===== src/rtl/mem_arbiter_if.sv =====
// Cache-side and memory-side signals of the unified memory arbiter.
// The arbiter uses slave; caches and the memory model use master.
interface mem_arbiter_if #(
  parameter int ADDR_W = 28,
  parameter int LINE_W = 128
);
  logic              I_READ;
  logic [ADDR_W-1:0] I_ADDRESS;
  logic [LINE_W-1:0] I_READDATA;
  logic              I_BUSYWAIT;

  logic              D_READ;
  logic              D_WRITE;
  logic [ADDR_W-1:0] D_ADDRESS;
  logic [LINE_W-1:0] D_WRITEDATA;
  logic [LINE_W-1:0] D_READDATA;
  logic              D_BUSYWAIT;

  logic              MEM_READ;
  logic              MEM_WRITE;
  logic [ADDR_W-1:0] MEM_ADDRESS;
  logic [LINE_W-1:0] MEM_WRITEDATA;
  logic [LINE_W-1:0] MEM_READDATA;
  logic              MEM_BUSYWAIT;

  logic              ARB_ERR;

  modport slave (
    input  I_READ, I_ADDRESS, D_READ, D_WRITE, D_ADDRESS, D_WRITEDATA,
           MEM_READDATA, MEM_BUSYWAIT,
    output I_READDATA, I_BUSYWAIT, D_READDATA, D_BUSYWAIT,
           MEM_READ, MEM_WRITE, MEM_ADDRESS, MEM_WRITEDATA, ARB_ERR
  );

  modport master (
    output I_READ, I_ADDRESS, D_READ, D_WRITE, D_ADDRESS, D_WRITEDATA,
           MEM_READDATA, MEM_BUSYWAIT,
    input  I_READDATA, I_BUSYWAIT, D_READDATA, D_BUSYWAIT,
           MEM_READ, MEM_WRITE, MEM_ADDRESS, MEM_WRITEDATA, ARB_ERR
  );
endinterface


===== src/rtl/mem_arbiter.sv =====
// Shares one line-wide main memory between icache and dcache miss ports, one transaction at a time.
// States: S_IDLE arbitrate+latch | S_ISSUE first strobe cycle | S_WAIT memory or watchdog | S_DONE release owner
module mem_arbiter #(
  parameter int ADDR_W   = 28,
  parameter int LINE_W   = 128,
  parameter int ARB_MODE = 0,
  parameter int TIMEOUT  = 255
) (
  input  logic         CLK,
  input  logic         RESET,
  mem_arbiter_if.slave bus
);
  typedef enum logic [1:0] {S_IDLE, S_ISSUE, S_WAIT, S_DONE} state_t;
  typedef enum logic [1:0] {OWN_NONE, OWN_I, OWN_D} owner_t;

  localparam logic       FIXED_D   = (ARB_MODE == 1);
  localparam logic [7:0] WAIT_LAST = 8'(TIMEOUT - 1);

  state_t            r_state;
  owner_t            r_owner;
  logic              r_last_d;
  logic [7:0]        r_wait_cnt;
  logic              r_mem_read;
  logic              r_mem_write;
  logic [ADDR_W-1:0] r_mem_addr;
  logic [LINE_W-1:0] r_mem_wdata;
  logic [LINE_W-1:0] r_i_rdata;
  logic [LINE_W-1:0] r_d_rdata;
  logic              r_err;

  logic w_i_req;
  logic w_d_req;
  logic w_grant_d;

  assign w_i_req = bus.I_READ;
  assign w_d_req = bus.D_READ | bus.D_WRITE;
  // With both ports requesting, round-robin hands the grant to whoever did not win last time
  assign w_grant_d = w_d_req & (~w_i_req | FIXED_D | ~r_last_d);

  always_ff @(posedge CLK or negedge RESET) begin
    if (!RESET) begin
      r_state     <= S_IDLE;
      r_owner     <= OWN_NONE;
      r_last_d    <= 1'b0;
      r_wait_cnt  <= '0;
      r_mem_read  <= 1'b0;
      r_mem_write <= 1'b0;
      r_mem_addr  <= '0;
      r_mem_wdata <= '0;
      r_i_rdata   <= '0;
      r_d_rdata   <= '0;
      r_err       <= 1'b0;
    end else begin
      if (bus.D_READ && bus.D_WRITE) r_err <= 1'b1;
      case (r_state)
        S_IDLE: begin
          if (w_i_req || w_d_req) begin
            r_state    <= S_ISSUE;
            r_wait_cnt <= '0;
            if (w_grant_d) begin
              r_owner     <= OWN_D;
              r_mem_addr  <= bus.D_ADDRESS;
              r_mem_read  <= ~bus.D_WRITE;
              r_mem_write <= bus.D_WRITE;
              if (bus.D_WRITE) r_mem_wdata <= bus.D_WRITEDATA;
            end else begin
              r_owner     <= OWN_I;
              r_mem_addr  <= bus.I_ADDRESS;
              r_mem_read  <= 1'b1;
              r_mem_write <= 1'b0;
            end
          end
        end
        S_ISSUE: begin
          r_state    <= S_WAIT;
          r_wait_cnt <= '0;
        end
        S_WAIT: begin
          if (!bus.MEM_BUSYWAIT) begin
            if (!r_mem_write) begin
              if (r_owner == OWN_D) r_d_rdata <= bus.MEM_READDATA;
              else                  r_i_rdata <= bus.MEM_READDATA;
            end
            r_mem_read  <= 1'b0;
            r_mem_write <= 1'b0;
            r_state     <= S_DONE;
          end else if (r_wait_cnt == WAIT_LAST) begin
            r_err       <= 1'b1;
            r_mem_read  <= 1'b0;
            r_mem_write <= 1'b0;
            r_state     <= S_DONE;
          end else begin
            r_wait_cnt <= r_wait_cnt + 8'd1;
          end
        end
        S_DONE: begin
          r_last_d <= (r_owner == OWN_D);
          r_owner  <= OWN_NONE;
          r_state  <= S_IDLE;
        end
        default: r_state <= S_IDLE;
      endcase
    end
  end

  assign bus.I_BUSYWAIT    = bus.I_READ & ~((r_state == S_DONE) && (r_owner == OWN_I));
  assign bus.D_BUSYWAIT    = w_d_req & ~((r_state == S_DONE) && (r_owner == OWN_D));
  assign bus.I_READDATA    = r_i_rdata;
  assign bus.D_READDATA    = r_d_rdata;
  assign bus.MEM_READ      = r_mem_read;
  assign bus.MEM_WRITE     = r_mem_write;
  assign bus.MEM_ADDRESS   = r_mem_addr;
  assign bus.MEM_WRITEDATA = r_mem_wdata;
  assign bus.ARB_ERR       = r_err;
endmodule


===== src/flat_wrapper.sv =====
// flat-port wrapper written by rule: the top's interface ports become plain ports
module mem_arbiter_flat 
#(
  parameter int ADDR_W   = 28,
  parameter int LINE_W   = 128,
  parameter int ARB_MODE = 0,
  parameter int TIMEOUT  = 255
)
  (CLK, RESET, bus_I_READ, bus_I_ADDRESS, bus_D_READ, bus_D_WRITE, bus_D_ADDRESS, bus_D_WRITEDATA, bus_MEM_READDATA, bus_MEM_BUSYWAIT, bus_I_READDATA, bus_I_BUSYWAIT, bus_D_READDATA, bus_D_BUSYWAIT, bus_MEM_READ, bus_MEM_WRITE, bus_MEM_ADDRESS, bus_MEM_WRITEDATA, bus_ARB_ERR);
  mem_arbiter_if #(.ADDR_W(ADDR_W), .LINE_W(LINE_W)) bus_i ();
  input  logic CLK;
  input  logic RESET;
  input wire logic [$bits(bus_i.I_READ)-1:0] bus_I_READ;
  input wire logic [$bits(bus_i.I_ADDRESS)-1:0] bus_I_ADDRESS;
  input wire logic [$bits(bus_i.D_READ)-1:0] bus_D_READ;
  input wire logic [$bits(bus_i.D_WRITE)-1:0] bus_D_WRITE;
  input wire logic [$bits(bus_i.D_ADDRESS)-1:0] bus_D_ADDRESS;
  input wire logic [$bits(bus_i.D_WRITEDATA)-1:0] bus_D_WRITEDATA;
  input wire logic [$bits(bus_i.MEM_READDATA)-1:0] bus_MEM_READDATA;
  input wire logic [$bits(bus_i.MEM_BUSYWAIT)-1:0] bus_MEM_BUSYWAIT;
  output wire logic [$bits(bus_i.I_READDATA)-1:0] bus_I_READDATA;
  output wire logic [$bits(bus_i.I_BUSYWAIT)-1:0] bus_I_BUSYWAIT;
  output wire logic [$bits(bus_i.D_READDATA)-1:0] bus_D_READDATA;
  output wire logic [$bits(bus_i.D_BUSYWAIT)-1:0] bus_D_BUSYWAIT;
  output wire logic [$bits(bus_i.MEM_READ)-1:0] bus_MEM_READ;
  output wire logic [$bits(bus_i.MEM_WRITE)-1:0] bus_MEM_WRITE;
  output wire logic [$bits(bus_i.MEM_ADDRESS)-1:0] bus_MEM_ADDRESS;
  output wire logic [$bits(bus_i.MEM_WRITEDATA)-1:0] bus_MEM_WRITEDATA;
  output wire logic [$bits(bus_i.ARB_ERR)-1:0] bus_ARB_ERR;
  assign bus_i.I_READ = bus_I_READ;
  assign bus_i.I_ADDRESS = bus_I_ADDRESS;
  assign bus_i.D_READ = bus_D_READ;
  assign bus_i.D_WRITE = bus_D_WRITE;
  assign bus_i.D_ADDRESS = bus_D_ADDRESS;
  assign bus_i.D_WRITEDATA = bus_D_WRITEDATA;
  assign bus_i.MEM_READDATA = bus_MEM_READDATA;
  assign bus_i.MEM_BUSYWAIT = bus_MEM_BUSYWAIT;
  assign bus_I_READDATA = bus_i.I_READDATA;
  assign bus_I_BUSYWAIT = bus_i.I_BUSYWAIT;
  assign bus_D_READDATA = bus_i.D_READDATA;
  assign bus_D_BUSYWAIT = bus_i.D_BUSYWAIT;
  assign bus_MEM_READ = bus_i.MEM_READ;
  assign bus_MEM_WRITE = bus_i.MEM_WRITE;
  assign bus_MEM_ADDRESS = bus_i.MEM_ADDRESS;
  assign bus_MEM_WRITEDATA = bus_i.MEM_WRITEDATA;
  assign bus_ARB_ERR = bus_i.ARB_ERR;
  mem_arbiter #(.ADDR_W(ADDR_W), .LINE_W(LINE_W), .ARB_MODE(ARB_MODE), .TIMEOUT(TIMEOUT)) u_core (.CLK(CLK), .RESET(RESET), .bus(bus_i));
endmodule

===== config.mk =====
export PLATFORM = sky130hd
export DESIGN_NAME = mem_arbiter_flat
export DESIGN_NICKNAME = d
export VERILOG_FILES = /design/src/rtl/mem_arbiter_if.sv /design/src/rtl/mem_arbiter.sv /design/src/flat_wrapper.sv
export SDC_FILE = /design/constraint.sdc
export NUM_CORES = 1
export LEC_CHECK = 0
export BUFFER_PORTS_ARGS = -buffer_cell sky130_fd_sc_hd__buf_2
export CAP_MARGIN = 20
export CORE_AREA = 2 2 286 288
export DETAILED_ROUTE_END_ITERATION = 12
export DIE_AREA = 0 0 288 290
export PLACE_DENSITY_LB_ADDON = 0.12
export SETUP_SLACK_MARGIN = 0.2
export SYNTH_ARGS = -nofsm -noshare
export SYNTH_HDL_FRONTEND = slang
export SYNTH_SLANG_ARGS = --single-unit
export TNS_END_PERCENT = 5

===== constraint.sdc =====
create_clock -name CLK -period 2.4 [get_ports CLK]
set_clock_uncertainty 0.05 [all_clocks]
set_input_delay 0.12 -clock CLK [delete_from_list [all_inputs] [get_ports CLK]]
set_output_delay 0.12 -clock CLK [all_outputs]
set_load 0.005 [all_outputs]

Yosys cells after proc, flatten, opt, wreduce, memory -nomap -nowiden. Index checks and enable logic that the tools add are counted.

Bitwise operators: 13. Equality and inequality tests: 10. Muxes and demuxes: 24. Add/sub/neg operators: 1. Reduce and logical (&&, ||, !) cells: 16.

Operators with widths (count): $mux 28 (1); $mux 8 (3); $pmux 8 s3 (1); $reduce_and 4->1 (4); $mux 1 (10); $mux 2 (5); $add 8x1->8 const B (1); $eq 8x8->1 const B (1); $not 1->1 (8); $pmux 2 s4 (1); $eq 2x2->1 const B (3); $reduce_and 2->1 (3); $eq 2x1->1 const B (2); $ne 2x2->1 const B (2); $pmux 1 s2 (2); $pmux 2 s2 (1); $reduce_bool 2->1 (2); $and 1x1->1 (3); $logic_and 1x1->1 (3); $ne 3x2->1 const B (1); $reduce_and 3->1 (1); $reduce_bool 3->1 (1); $logic_not 2->1 (1); $ne 2x1->1 const B (1); 2 further kinds (3).

Bits of input ports: 318. Bits in registers: 428. Output and inout port bits: 417. Word-level logic and storage cells: 75.

Longest topological paths before layout. Gate-level depths: netlist of run 1.

Word-level depth: 6. Mapped depth: 8. Gate-level depth less buffers: 6.

Worst setup path after synthesis of run 1. OpenSTA, ideal clock, no wires.

Kind: flip-flop to flip-flop. Start point: reg u_core.r_state[0]. End point: reg u_core.r_state[1]. Clock period less this slack: 1865 ps. Cell stages (with the launch flop): 6. Setup slack: 535 ps. Buffers on the path: 0. Required time: 2225 ps. Data arrival time: 1690 ps. Library setup time: 125 ps. Path through: dfrtp_1 inv_1 ha_1 nor4b_4 o21bai_1 mux2_2.

Cells in the longest elaborated chain, start to end: 3. Elaborated cells on any way between the ends: 8. Classes of those cells: eq/ne: 5; mux: 1; reduce/logical: 2.

Ends and longest elaborated chain: start, declared (line mem_arbiter.sv:19) `state_t r_state;`; start signal, assigned (line mem_arbiter.sv:42) `r_state <= S_IDLE;`; start signal, assigned (line mem_arbiter.sv:58) `r_state <= S_ISSUE;`; start signal, assigned (line mem_arbiter.sv:75) `r_state <= S_WAIT;`; $eq 2x2->1 or $logic_not 2->1 (tied branches) (line mem_arbiter.sv:55) `case (r_state)`; $ne 3x2->1 (no line) or $ne 2x1->1 (tied branches); $reduce_and 2->1 (no line).

Several ways; a longest one is shown, not always the timed one. A chain may end at the register's enable or synchronous reset.

Worst setup path after layout of run 1.
Start point: reg u_core.r_state[0]. End point: reg u_core.r_i_rdata[72] (netlist: u_core.bus.I_READDATA[72]).

Cells in the longest elaborated chain, start to end: 2.

Ends and longest elaborated chain: $eq 2x2->1 (line mem_arbiter.sv:55); $reduce_and 4->1 (no line); end signal, assigned (line mem_arbiter.sv:82) `else r_i_rdata <= bus.MEM_READDATA;`; end, declared (line mem_arbiter.sv:27) `logic [LINE_W-1:0] r_i_rdata;`.

No other way between the ends.

==> flow_summary_export.csv, run 1 <==
group,metric,value,unit
synth,postSynthRegisterBits,428,
worst_setup_path,critical_path_required,2.81,ns
timing,setup_viol,0,
synth,synthesis.yosys.warnings,0,
layout,final_net_count,2436,
worst_setup_path,capture_point_of_the_critical_path,"u_core.bus.I_READDATA[72]$_DFFE_PN0P_",
clock_tree,total_clock_buffers_created_by_cts,54,
worst_hold_path,worstHoldPathType,"input port to register",
timing,finalCriticalPeriod,2.16,ns
layout,flow.area_growth_from_synthesis,63.1,%
layout,fillers,8149,
routing,route.detailed.wl_per_inst,18.4,µm
clock_tree,numClockSinks,428,
die,rows,104,
worst_setup_path,worstRegToRegCells,9,
worst_hold_path,min_delay_path_depth,5,
power,post-layout-total-power,32.3,mW
global_route,global_route_wire_length_before_repair,88900,µm
power,p_leak,13.0,nW
clock_tree,htree_num_levels,2,
clock_tree,cts.clk_slew.worst_paths,0.06,ns
worst_setup_path,r2r_start,"u_core.r_state[0]$_DFFE_PN0P_",
run,max_cap_violations,0,
timing,max_slew.worst_pin.slew,1.05,ns
routing,drtIter0Drc,431,
routing,routed_wl_met2,30100,µm
place,portBuffers,734,
die,initial_core_util,20.4,%
worst_setup_path,critical_setup_path_kind,"register to register",
synth,fraction_of_the_yosys_area_taken_by_sequential_cells,65.4,%
die,core-area,80200,µm²
timing,grt_setup_unrepaired,"true",
worst_setup_path,timing.critical_path.to_type,"register",
routing,routed-via-count,12800,
synth,synth_compound_gate_area_share,3.09,%
synth,muxShareOfSynthArea,26.6,%
worst_hold_path,holdCritStartpoint,"bus_I_READ",
power,switchingPower,10.3,mW
routing,drc_errors,0,
synth,netlist_instances,1004,
routing,met3_length,4860,µm
synth,synth.net_count,1328,
synth,synth_area,16400,µm²
place,detailed_place_hpwl,44300,µm
global_route,grt_util_all_layers,13.8,%
power,seq_power_share,38.9,%
power,power.switching_fraction,32.0,%
global_route,grt_overflow_total,0,
routing,drt-met1-wl,22800,µm
die,die_y,290,µm
worst_setup_path,r2r_end,"u_core.bus.I_READDATA[72]$_DFFE_PN0P_",
routing,vias_per_cell,3.99,
timing,fin_crit_share,90.2,%
routing,dr.max_layer_used,"met5",
run_status,outcome,"complete, no violations",
routing,antenna_left,0,
synth,synth_top_family_by_area,"multiplexers",
synth,post_synth_fa_ha_maj_area_fraction,0.458,%
timing,slew_headroom,30.0,%
layout,mostFrequentLayoutCells,"sky130_fd_sc_hd__buf_2, sky130_fd_sc_hd__dfrtp_1, sky130_fd_sc_hd__dlygate4sd3_1",
timing,maxClockFrequency,0.462,GHz
clock_tree,post_cts_resized,0,
global_route,grt_pass1_vias,14200,
place,gp_routability_congestion,0.779,
power,power_frac_comb,35.5,%
power,ir_drop,632,µV
routing,drtPass1Iterations,9,
clock_tree,tritoncts_clock_tree,"built",
power,clockPowerShare,25.6,%
layout,antenna-diode-count,0,
layout,drive_gt1_share,50.0,%
die,floorplan.io_pins,735,
synth,post_synth_num_cell_types,43,
die,die-area,83500,µm²
worst_setup_path,setup.worst_path.start,"u_core.r_state[0]$_DFFE_PN0P_",
clock_tree,clkLatencyLatePin,0.57,ns
routing,route.final.wire_length,59100,µm
synth,syn-mean-instance-area,16.3,µm²
worst_setup_path,crit_path_max_fanout,27,
power,cellPowerDensity,1210,nW/µm²
worst_setup_path,worst_path_arrival,2.57,ns
timing,slew_violations,0,
layout,mostFrequentLayoutCell,"sky130_fd_sc_hd__buf_2",
clock_tree,ctsLongestPathBuffers,3,
synth,yosys.area_share.xor_xnor,0,%
worst_setup_path,start_kind,"register",
die,dieWidth,288,µm
timing,timing.final.hold_violations,0,
synth,synth_simple_gate_area_share,1.21,%
worst_setup_path,ff2ff_setup_slack,0.24,ns
timing,setup_total_negative_slack,0,ns
power,p_int,22.0,mW
clock_tree,clock_root_cell,"sky130_fd_sc_hd__clkbuf_16",
global_route,maximum_number_of_pins_on_one_net_before_global_route_repair,97,
global_route,antenna_found_initial,2,
==> worst min path at each step <==
stage	end	slack, ns
2_1_floorplan	u_core.bus.ARB_ERR$_DFF_PN0_	-0.23
3_3_place_gp	u_core.bus.D_READDATA[102]$_DFFE_PN0P_	0.02
3_5_place_dp	u_core.bus.I_READDATA[16]$_DFFE_PN0P_	0.03
4_1_cts	u_core.r_owner[1]$_DFFE_PN0P_	0.02
5_1_grt	u_core.r_owner[1]$_DFFE_PN0P_	0.09
6_report	u_core.r_owner[0]$_DFFE_PN0P_	0.08
==> critical path: stages (launching register included) <==
cell,delay [ns]
sky130_fd_sc_hd__dfrtp_1,0.40
sky130_fd_sc_hd__inv_1,0.11
sky130_fd_sc_hd__ha_1,0.20
sky130_fd_sc_hd__inv_2,0.05
sky130_fd_sc_hd__nor3_2,0.29
sky130_fd_sc_hd__buf_4,0.18
sky130_fd_sc_hd__o21ai_4,0.06
sky130_fd_sc_hd__buf_4,0.17
sky130_fd_sc_hd__buf_12,0.18
sky130_fd_sc_hd__mux2_1,0.33
==> metrics by stage <==
stage	setup slack [ns]	cell area [µm²]	utilization [%]	hold slack [ns]	std cells
after detailed placement	0.0436	21600	26.9	0.0305	2791
after floorplan	0.535	16400	-	-0.226	1004
final	0.236	26700	33.3	0.0807	3216
after CTS	0.168	26700	33.3	0.0209	3213
after global routing	0.148	26700	33.3	0.0878	3216
after global placement	0.0772	21600	26.9	0.0222	2791
==> power groups by stage <==
| stage | combinational [mW] | sequential, mW | clock (mW) |
|---|---|---|---|
| floorplan | 4.66 | 12.9 | 0 |
| global placement | 11.2 | 12.7 | 0 |
| detailed placement | 11.3 | 12.7 | 0 |
| CTS | 11.8 | 12.6 | 8.63 |
| global route | 12.6 | 13.1 | 8.91 |
| finish | 11.5 | 12.6 | 8.27 |
==> flip-flops by register name, indices dropped and copies added, names as in the netlist <==
register                  flops
u_core.bus.ARB_ERR            1
u_core.bus.D_READDATA       128
u_core.bus.I_READDATA       128
u_core.bus.MEM_ADDRESS       28
u_core.bus.MEM_READ           1
u_core.bus.MEM_WRITE          1
u_core.bus.MEM_WRITEDATA    128
u_core.r_last_d               1
u_core.r_owner                2
u_core.r_state                2
u_core.r_wait_cnt             8
==> final cells by class <==
type                    count  area [µm²]  area share (%)
well taps                1060        1330            4.97
clock inverters            26         264           0.988
inverters                  35         131           0.492
repair buffers           1105        7520            28.2
multi-input cells         488        5190            19.4
flip-flops and latches    428       10700            40.1
clock buffers              74        1570            5.86
==> metal layers <==
metal,up-vias,global-route usage [%]
li1,5822,-
met1,6387,15.5
met2,530,24.9
met3,83,4.30
met4,4,3.53
met5,-,0
==> cells by family (layout without fill, tap and decap cells) <==
group,Yosys count,count (layout)
simple gates,33,33
mux,387,387
compound gates,62,62
buf+inv,88,1240
fa+ha+maj,6,6
flops,428,428
==> cells in the mapped netlist <==
master,instances,area share [%]
sky130_fd_sc_hd__dfrtp_1,428,65
sky130_fd_sc_hd__mux2_1,201,14
sky130_fd_sc_hd__mux2_2,185,13
sky130_fd_sc_hd__inv_1,34,0.78
sky130_fd_sc_hd__a222oi_1,28,1.7
sky130_fd_sc_hd__buf_2,21,0.64
sky130_fd_sc_hd__buf_6,15,1.0
sky130_fd_sc_hd__buf_4,14,0.64
sky130_fd_sc_hd__nand2_1,10,0.23
sky130_fd_sc_hd__a21oi_1,9,0.28
sky130_fd_sc_hd__a31oi_1,7,0.27
sky130_fd_sc_hd__ha_1,6,0.46
sky130_fd_sc_hd__o21ai_0,6,0.18
sky130_fd_sc_hd__nor2_1,5,0.11
sky130_fd_sc_hd__and3_1,2,0.076
sky130_fd_sc_hd__clkbuf_1,2,0.046
sky130_fd_sc_hd__nand2b_1,2,0.076
sky130_fd_sc_hd__nand3_1,2,0.061
sky130_fd_sc_hd__nand4_1,2,0.076
sky130_fd_sc_hd__nor3_1,2,0.061
sky130_fd_sc_hd__a211oi_1,1,0.046
sky130_fd_sc_hd__a21boi_4,1,0.11
sky130_fd_sc_hd__a21o_1,1,0.046
sky130_fd_sc_hd__a22o_1,1,0.053
sky130_fd_sc_hd__a22oi_1,1,0.046
sky130_fd_sc_hd__a41o_1,1,0.061
sky130_fd_sc_hd__a41oi_1,1,0.053
sky130_fd_sc_hd__and2_1,1,0.038
sky130_fd_sc_hd__and4_1,1,0.053
sky130_fd_sc_hd__buf_1,1,0.023
sky130_fd_sc_hd__inv_2,1,0.023
sky130_fd_sc_hd__mux2_4,1,0.092
sky130_fd_sc_hd__nor2b_1,1,0.038
sky130_fd_sc_hd__nor3_2,1,0.061
sky130_fd_sc_hd__nor3_4,1,0.099
sky130_fd_sc_hd__nor3b_1,1,0.046
sky130_fd_sc_hd__nor4_1,1,0.038
sky130_fd_sc_hd__nor4b_4,1,0.15
sky130_fd_sc_hd__o211a_1,1,0.061
sky130_fd_sc_hd__o21ai_1,1,0.031
sky130_fd_sc_hd__o21bai_1,1,0.046
sky130_fd_sc_hd__o22a_1,1,0.053
sky130_fd_sc_hd__o31ai_1,1,0.046
==> repair_timing <==
item / 4_1_cts / 5_1_grt
endpoints found under the setup margin: 129 / 203
buffers inserted: 4 / 3
hold endpoints to repair: 837 / 0
pin swaps: 0 / 1
hold buffers: 318 / 0
No activity file was read; power rests on OpenSTA's default activity.
==> run 2, diff against run 1 <==
- REMOVE_ABC_BUFFERS: default -> 1
==> run 2 against run 1 <==
Against the previous run: clock power fell by 7.3%; largest power group unchanged; critical path type unchanged; critical path depth is 2 lower; maximum frequency increased by 2.7%; sequential power about the same; utilization decreased by 0.32 points; largest cell class unchanged; sequential share of layout area up 0.39 points; critical endpoint is now u_core.r_wait_cnt[1]$_DFFE_PN0P_; register-to-register slack gained 0.06 ns.
==> flow_summary_export.csv, run 2 (synthesis results as in run 1) <==
group,metric,value,unit
layout,antenna-diode-count,0,
worst_setup_path,worst_stage_delay_on_the_critical_path,0.37,ns
timing,setup_total_negative_slack,0,ns
place,place.detailed.instances,2788,
die,initial_core_util,20.4,%
die,floorplan.io_pins,735,
clock_tree,cts.clk_slew.worst_paths,0.06,ns
power,cellPowerDensity,1190,nW/µm²
die,die-area,83500,µm²
global_route,grt_util_all_layers,13.5,%
layout,flow.area_growth_from_synthesis,61.5,%
timing,maxClockFrequency,0.474,GHz
routing,drtIter0Drc,479,
layout,mostFrequentLayoutCells,"sky130_fd_sc_hd__buf_2, sky130_fd_sc_hd__dfrtp_1, sky130_fd_sc_hd__dlygate4sd3_1",
timing,max_slew.worst_pin.slew,0.518,ns
global_route,grt_pass1_vias,14100,
routing,routed-via-count,12800,
worst_setup_path,critical_path.cell_chain,"inv_1, ha_1, nor4b_4, buf_4, nor3_4, a21boi_4, mux2_4",
die,rows,104,
layout,layout.cells.non_filler,3203,
layout,fillers,8148,
clock_tree,htree_num_levels,2,
die,core-area,80200,µm²
clock_tree,total_clock_buffers_created_by_cts,51,
power,post-layout-total-power,31.6,mW
timing,slew_violations,0,
timing,finalCriticalPeriod,2.11,ns
worst_setup_path,cp.buffers_inverters,2,
worst_setup_path,critical_setup_path_kind,"register to register",
run_status,outcome,"complete, no violations",
routing,drtPass1Iterations,6,
place,gp_routability_congestion,0.754,
timing,slew_headroom,65.5,%
timing,timing.final.hold_violations,0,
clock_tree,clock_root_cell,"sky130_fd_sc_hd__clkbuf_16",
global_route,global_route_wire_length_before_repair,87600,µm
die,die_y,290,µm
timing,grt_setup_unrepaired,"true",
clock_tree,tritoncts_clock_tree,"built",
worst_setup_path,cp_slowest_cell,"sky130_fd_sc_hd__dfrtp_1",
layout,final_net_count,2429,
routing,drc_errors,0,
routing,antenna_left,0,
layout,drive_gt1_share,49.3,%
place,detailed_place_hpwl,43300,µm
global_route,grt_overflow_total,0,
place,portBuffers,734,
worst_setup_path,path_delay_family,"simple AND/OR/NAND/NOR gates",
routing,route.final.wire_length,57700,µm
layout,mostFrequentLayoutCell,"sky130_fd_sc_hd__buf_2",
run,max_cap_violations,0,
clock_tree,numClockSinks,428,
worst_setup_path,worst_path_arrival,2.52,ns
timing,fin_crit_share,87.8,%
power,ir_drop,603,µV
clock_tree,clkLatencyLatePin,0.57,ns
worst_setup_path,crit_path_max_fanout,7,
clock_tree,ctsLongestPathBuffers,3,
routing,vias_per_cell,3.99,
global_route,maximum_number_of_pins_on_one_net_before_global_route_repair,62,
worst_hold_path,worstHoldPathType,"input port to asynchronous set/reset pin",
global_route,antenna_found_initial,1,
die,dieWidth,288,µm
power,p_leak,12.9,nW
worst_setup_path,start_kind,"register",
worst_setup_path,critical_path_required,2.81,ns
routing,route.detailed.wl_per_inst,18.0,µm
worst_setup_path,timing.critical_path.to_type,"register",
timing,setup_viol,0,
-- run 2: final timing paths --
path	start	to	slack [ns]	depth (start not counted)
max	u_core.r_state[0]$_DFFE_PN0P_	u_core.r_wait_cnt[1]$_DFFE_PN0P_	0.29	7
min	RESET	u_core.bus.D_READDATA[22]$_DFFE_PN0P_	0.02	2
max reg2reg	u_core.r_state[0]$_DFFE_PN0P_	u_core.r_wait_cnt[1]$_DFFE_PN0P_	0.29	7
min reg2reg	u_core.bus.I_READDATA[70]$_DFFE_PN0P_	u_core.bus.I_READDATA[70]$_DFFE_PN0P_	0.43	1
max in group asynchronous	RESET	u_core.bus.D_READDATA[111]$_DFFE_PN0P_	1.36	4
min in group CLK	bus_D_WRITE	u_core.r_owner[0]$_DFFE_PN0P_	0.08	5
-- run 2: worst reg2reg max path, delay by kind of cell (launching register included) --
kind            cells  cell delay [ns]
simple gates        2             0.44
flops               1             0.37
fa+ha+maj           1             0.33
mux                 1             0.31
compound gates      1             0.27
buf+inv             2             0.23
-- run 2: area by class of cell --
cell class	instances	area, µm²	share of cell area, %
clock buffer	75	1480	5.58
multi-input combinational	488	5200	19.7
timing repair buffer	1101	7440	28.1
tap	1060	1330	5.01
clock inverter	16	168	0.634
inverter	35	131	0.497
sequential	428	10700	40.5
-- run 2: routing by layer --
metal / vias up / track usage (%) / wire length (µm)
met5: - / 0 / 13
met4: 2 / 3.56 / 1390
met3: 77 / 4.65 / 5110
met2: 534 / 23.9 / 28700
met1: 6354 / 15.4 / 22600
li1: 5804 / - / -
-- run 2: report_power, final --
group          leakage, nW  switching [mW]  total, mW  internal (mW)
sequential            5.18            1.78       12.6           10.8
clock                0.809            3.11       7.67           4.56
combinational         6.89            5.21       11.3           6.13
total                 12.9            10.1       31.6           21.5
-- run 2: what timing repair did --
| item | CTS | global route |
|---|---|---|
| resized for setup | 0 | 1 |
| pin swaps | 0 | 2 |
| endpoints found under the hold margin | 809 | 0 |
| endpoints found under the setup margin | 1 | 59 |
| setup buffers | 2 | 3 |
| hold buffers | 318 | 0 |
-- run 2: stage by stage --
step / hold WS (ns) / util, % / setup WS, ns / area [µm²]
after floorplan: -0.226 / - / -4.80 / 16000
after global placement: 0.0541 / 26.9 / 0.200 / 21600
after detailed placement: 0.0606 / 26.9 / 0.184 / 21600
after CTS: 0.00664 / 32.9 / 0.191 / 26400
after global routing: 0.0259 / 33.0 / 0.178 / 26500
final: 0.0234 / 33.0 / 0.292 / 26500
==> run 3, diff against run 2 <==
- CORE_AREA: 2 2 286 288 -> 2 2 283 285
- DIE_AREA: 0 0 288 290 -> 0 0 285 287
==> run 3 against run 2 <==
Against the previous run: sequential share of layout area fell by 0.20 points; worst setup slack improved by 0.015 ns; register-to-register slack improved by 0.02 ns; count of clock-buffer cells in the layout up 4; flip-flop and latch count stayed put; total power rose by 0.48%; highest routed layer is now met4; utilization up 0.82 points; hold slack gained 0.22 ns; critical path depth rose by 1; sequential power barely moved.
==> flow_summary_export.csv, run 3 (synthesis results as in run 1) <==
group,metric,value,unit
layout,final_standard_cell_area_without_fillers,26600,µm²
global_route,grt_util_all_layers,13.7,%
worst_setup_path,critical_setup_path_kind,"register to register",
layout,multi_input_area,5200,µm²
timing,setup_viol,0,
timing,fin_crit_share,87.2,%
place,place.detailed.instances,2784,
worst_setup_path,crit_path_max_fanout,32,
global_route,global_route_wire_length_before_repair,87000,µm
power,p_leak,12.9,nW
timing,setup_total_negative_slack,0,ns
layout,utilization,33.8,%
power,ir_drop,596,µV
timing,finalHoldWorstSlack,0.239,ns
clock_tree,total_clock_buffers_created_by_cts,51,
run_status,outcome,"complete, no violations",
worst_setup_path,timing.critical_path.to_type,"register",
die,die_y,287,µm
global_route,use_met1,15.4,%
worst_setup_path,path_delay_family,"buffers and inverters",
routing,drtPass1Iterations,9,
layout,drive_gt1_share,49.5,%
worst_setup_path,critical_path_required,2.81,ns
die,rows,103,
timing,slew_violations,0,
place,post_dp_cell_area,21600,µm²
die,floorplan.io_pins,735,
worst_setup_path,worst_stage_delay_on_the_critical_path,0.40,ns
layout,mostFrequentLayoutCells,"sky130_fd_sc_hd__buf_2, sky130_fd_sc_hd__dfrtp_1, sky130_fd_sc_hd__dlygate4sd3_1",
worst_setup_path,cp.buffers_inverters,4,
layout,flow.area_growth_from_synthesis,62.4,%
run,max_cap_violations,0,
clock_tree,clkLatencyLatePin,0.59,ns
clock_tree,ctsLongestPathBuffers,3,
worst_setup_path,worst_path_arrival,2.50,ns
place,portBuffers,734,
timing,max_slew.worst_pin.slew,0.472,ns
routing,drc_errors,0,
global_route,maximum_number_of_pins_on_one_net_before_global_route_repair,57,
die,dieWidth,285,µm
worst_setup_path,ff2ff_setup_slack,0.31,ns
layout,final_net_count,2439,
timing,timing.final.hold_violations,0,
clock_tree,cts.clk_slew.worst_paths,0.06,ns
clock_tree,numClockSinks,428,
place,dp_worst_setup_slack,0.0753,ns
timing,maxClockFrequency,0.478,GHz
global_route,globalRouteMet2Util,23.4,%
power,post-layout-total-power,31.7,mW
global_route,antenna_found_initial,3,
routing,route.detailed.wl_per_inst,17.9,µm
clock_tree,htree_num_levels,2,
place,gp_routability_congestion,0.796,
timing,grt_setup_unrepaired,"false",
worst_setup_path,cp_slowest_cell,"sky130_fd_sc_hd__dfrtp_1",
die,initial_core_util,20.8,%
routing,vias_per_cell,4.00,
timing,slew_headroom,68.5,%
die,die-area,81800,µm²
power,cellPowerDensity,1190,nW/µm²
timing,finalCriticalPeriod,2.09,ns
worst_setup_path,critical_path.cell_chain,"inv_1, ha_1, inv_2, nor3_4, o21ai_4, buf_12, buf_4, mux2_1",
layout,seqCellArea,10700,µm²
global_route,grt_pass1_vias,14300,
routing,drtIter0Drc,469,
routing,route.final.wire_length,57600,µm
routing,antenna_left,0,
place,detailed_place_hpwl,42600,µm
clock_tree,tritoncts_clock_tree,"built",
global_route,grt.busiest_layer,"met2",
worst_setup_path,start_kind,"register",
layout,mostFrequentLayoutCell,"sky130_fd_sc_hd__buf_2",
layout,layout.cells.non_filler,3207,
routing,routed-via-count,12800,
global_route,grt.met3_usage,5.02,%
global_route,grt_overflow_total,0,
layout,fillers,7981,
worst_hold_path,worstHoldPathType,"input port to register",
clock_tree,clock_root_cell,"sky130_fd_sc_hd__clkbuf_16",
timing,final.setup.worst_slack,0.308,ns
die,core-area,78600,µm²
run 3: cell count changes in the layout (fill, tap and decap cells not counted), sizes merged:
cell	before	now
dlygate4sd3	318	320
buf	783	791
clkinv	10	9
clkbuf	75	79
bufinv	3	2
clkinvlp	2	1
diode	0	3
run 3: metal layers:
metal  routed length [µm]  share of wire, %  up-vias
met5                    0                 0        -
met4                 2310               4.0        0
met3                 5150               8.9      128
met2                27900                48      551
met1                22200                39     6318
li1                     -                 -     5839
run 3: worst paths after layout:
check / from / end / depth (start not counted)
max: u_core.r_state[0]$_DFFE_PN0P_ / u_core.bus.I_READDATA[56]$_DFFE_PN0P_ / 8
min: bus_MEM_READDATA[116] / u_core.bus.D_READDATA[116]$_DFFE_PN0P_ / 3
max reg2reg: u_core.r_state[0]$_DFFE_PN0P_ / u_core.bus.I_READDATA[56]$_DFFE_PN0P_ / 8
min reg2reg: u_core.bus.I_READDATA[23]$_DFFE_PN0P_ / u_core.bus.I_READDATA[23]$_DFFE_PN0P_ / 1
max in group asynchronous: RESET / u_core.bus.MEM_ADDRESS[15]$_DFFE_PN0P_ / 4
min in group asynchronous: RESET / u_core.bus.I_READDATA[118]$_DFFE_PN0P_ / 3
run 3: cell type report:
cell class              count  share of cell area [%]
well taps                1050                    4.94
repair buffers           1111                    28.4
inverters                  35                   0.494
multi-input cells         488                    19.6
flip-flops and latches    428                    40.3
clock inverters            13                   0.499
diodes                      3                  0.0282
clock buffers              79                    5.80
run 3: timing repair:
item | 4_1_cts | 5_1_grt
endpoints found under the setup margin | 23 | 143
endpoints found under the hold margin | 735 | 0
hold buffers | 320 | 0
buffers inserted | 3 | 4
pin swaps | 0 | 1
resized for setup | 1 | 1
run 3: worst register-to-register path, cell delays in order, from the launching register on:
cell	delay [ns]
sky130_fd_sc_hd__dfrtp_1	0.40
sky130_fd_sc_hd__inv_1	0.11
sky130_fd_sc_hd__ha_1	0.19
sky130_fd_sc_hd__inv_2	0.06
sky130_fd_sc_hd__nor3_4	0.27
sky130_fd_sc_hd__o21ai_4	0.14
sky130_fd_sc_hd__buf_12	0.20
sky130_fd_sc_hd__buf_4	0.22
sky130_fd_sc_hd__mux2_1	0.32
run 3: report_power, final:
group	internal (mW)	switching, mW
logic	6.22	5.18
registers	10.8	1.82
clock network	4.61	3.11
total	21.6	10.1
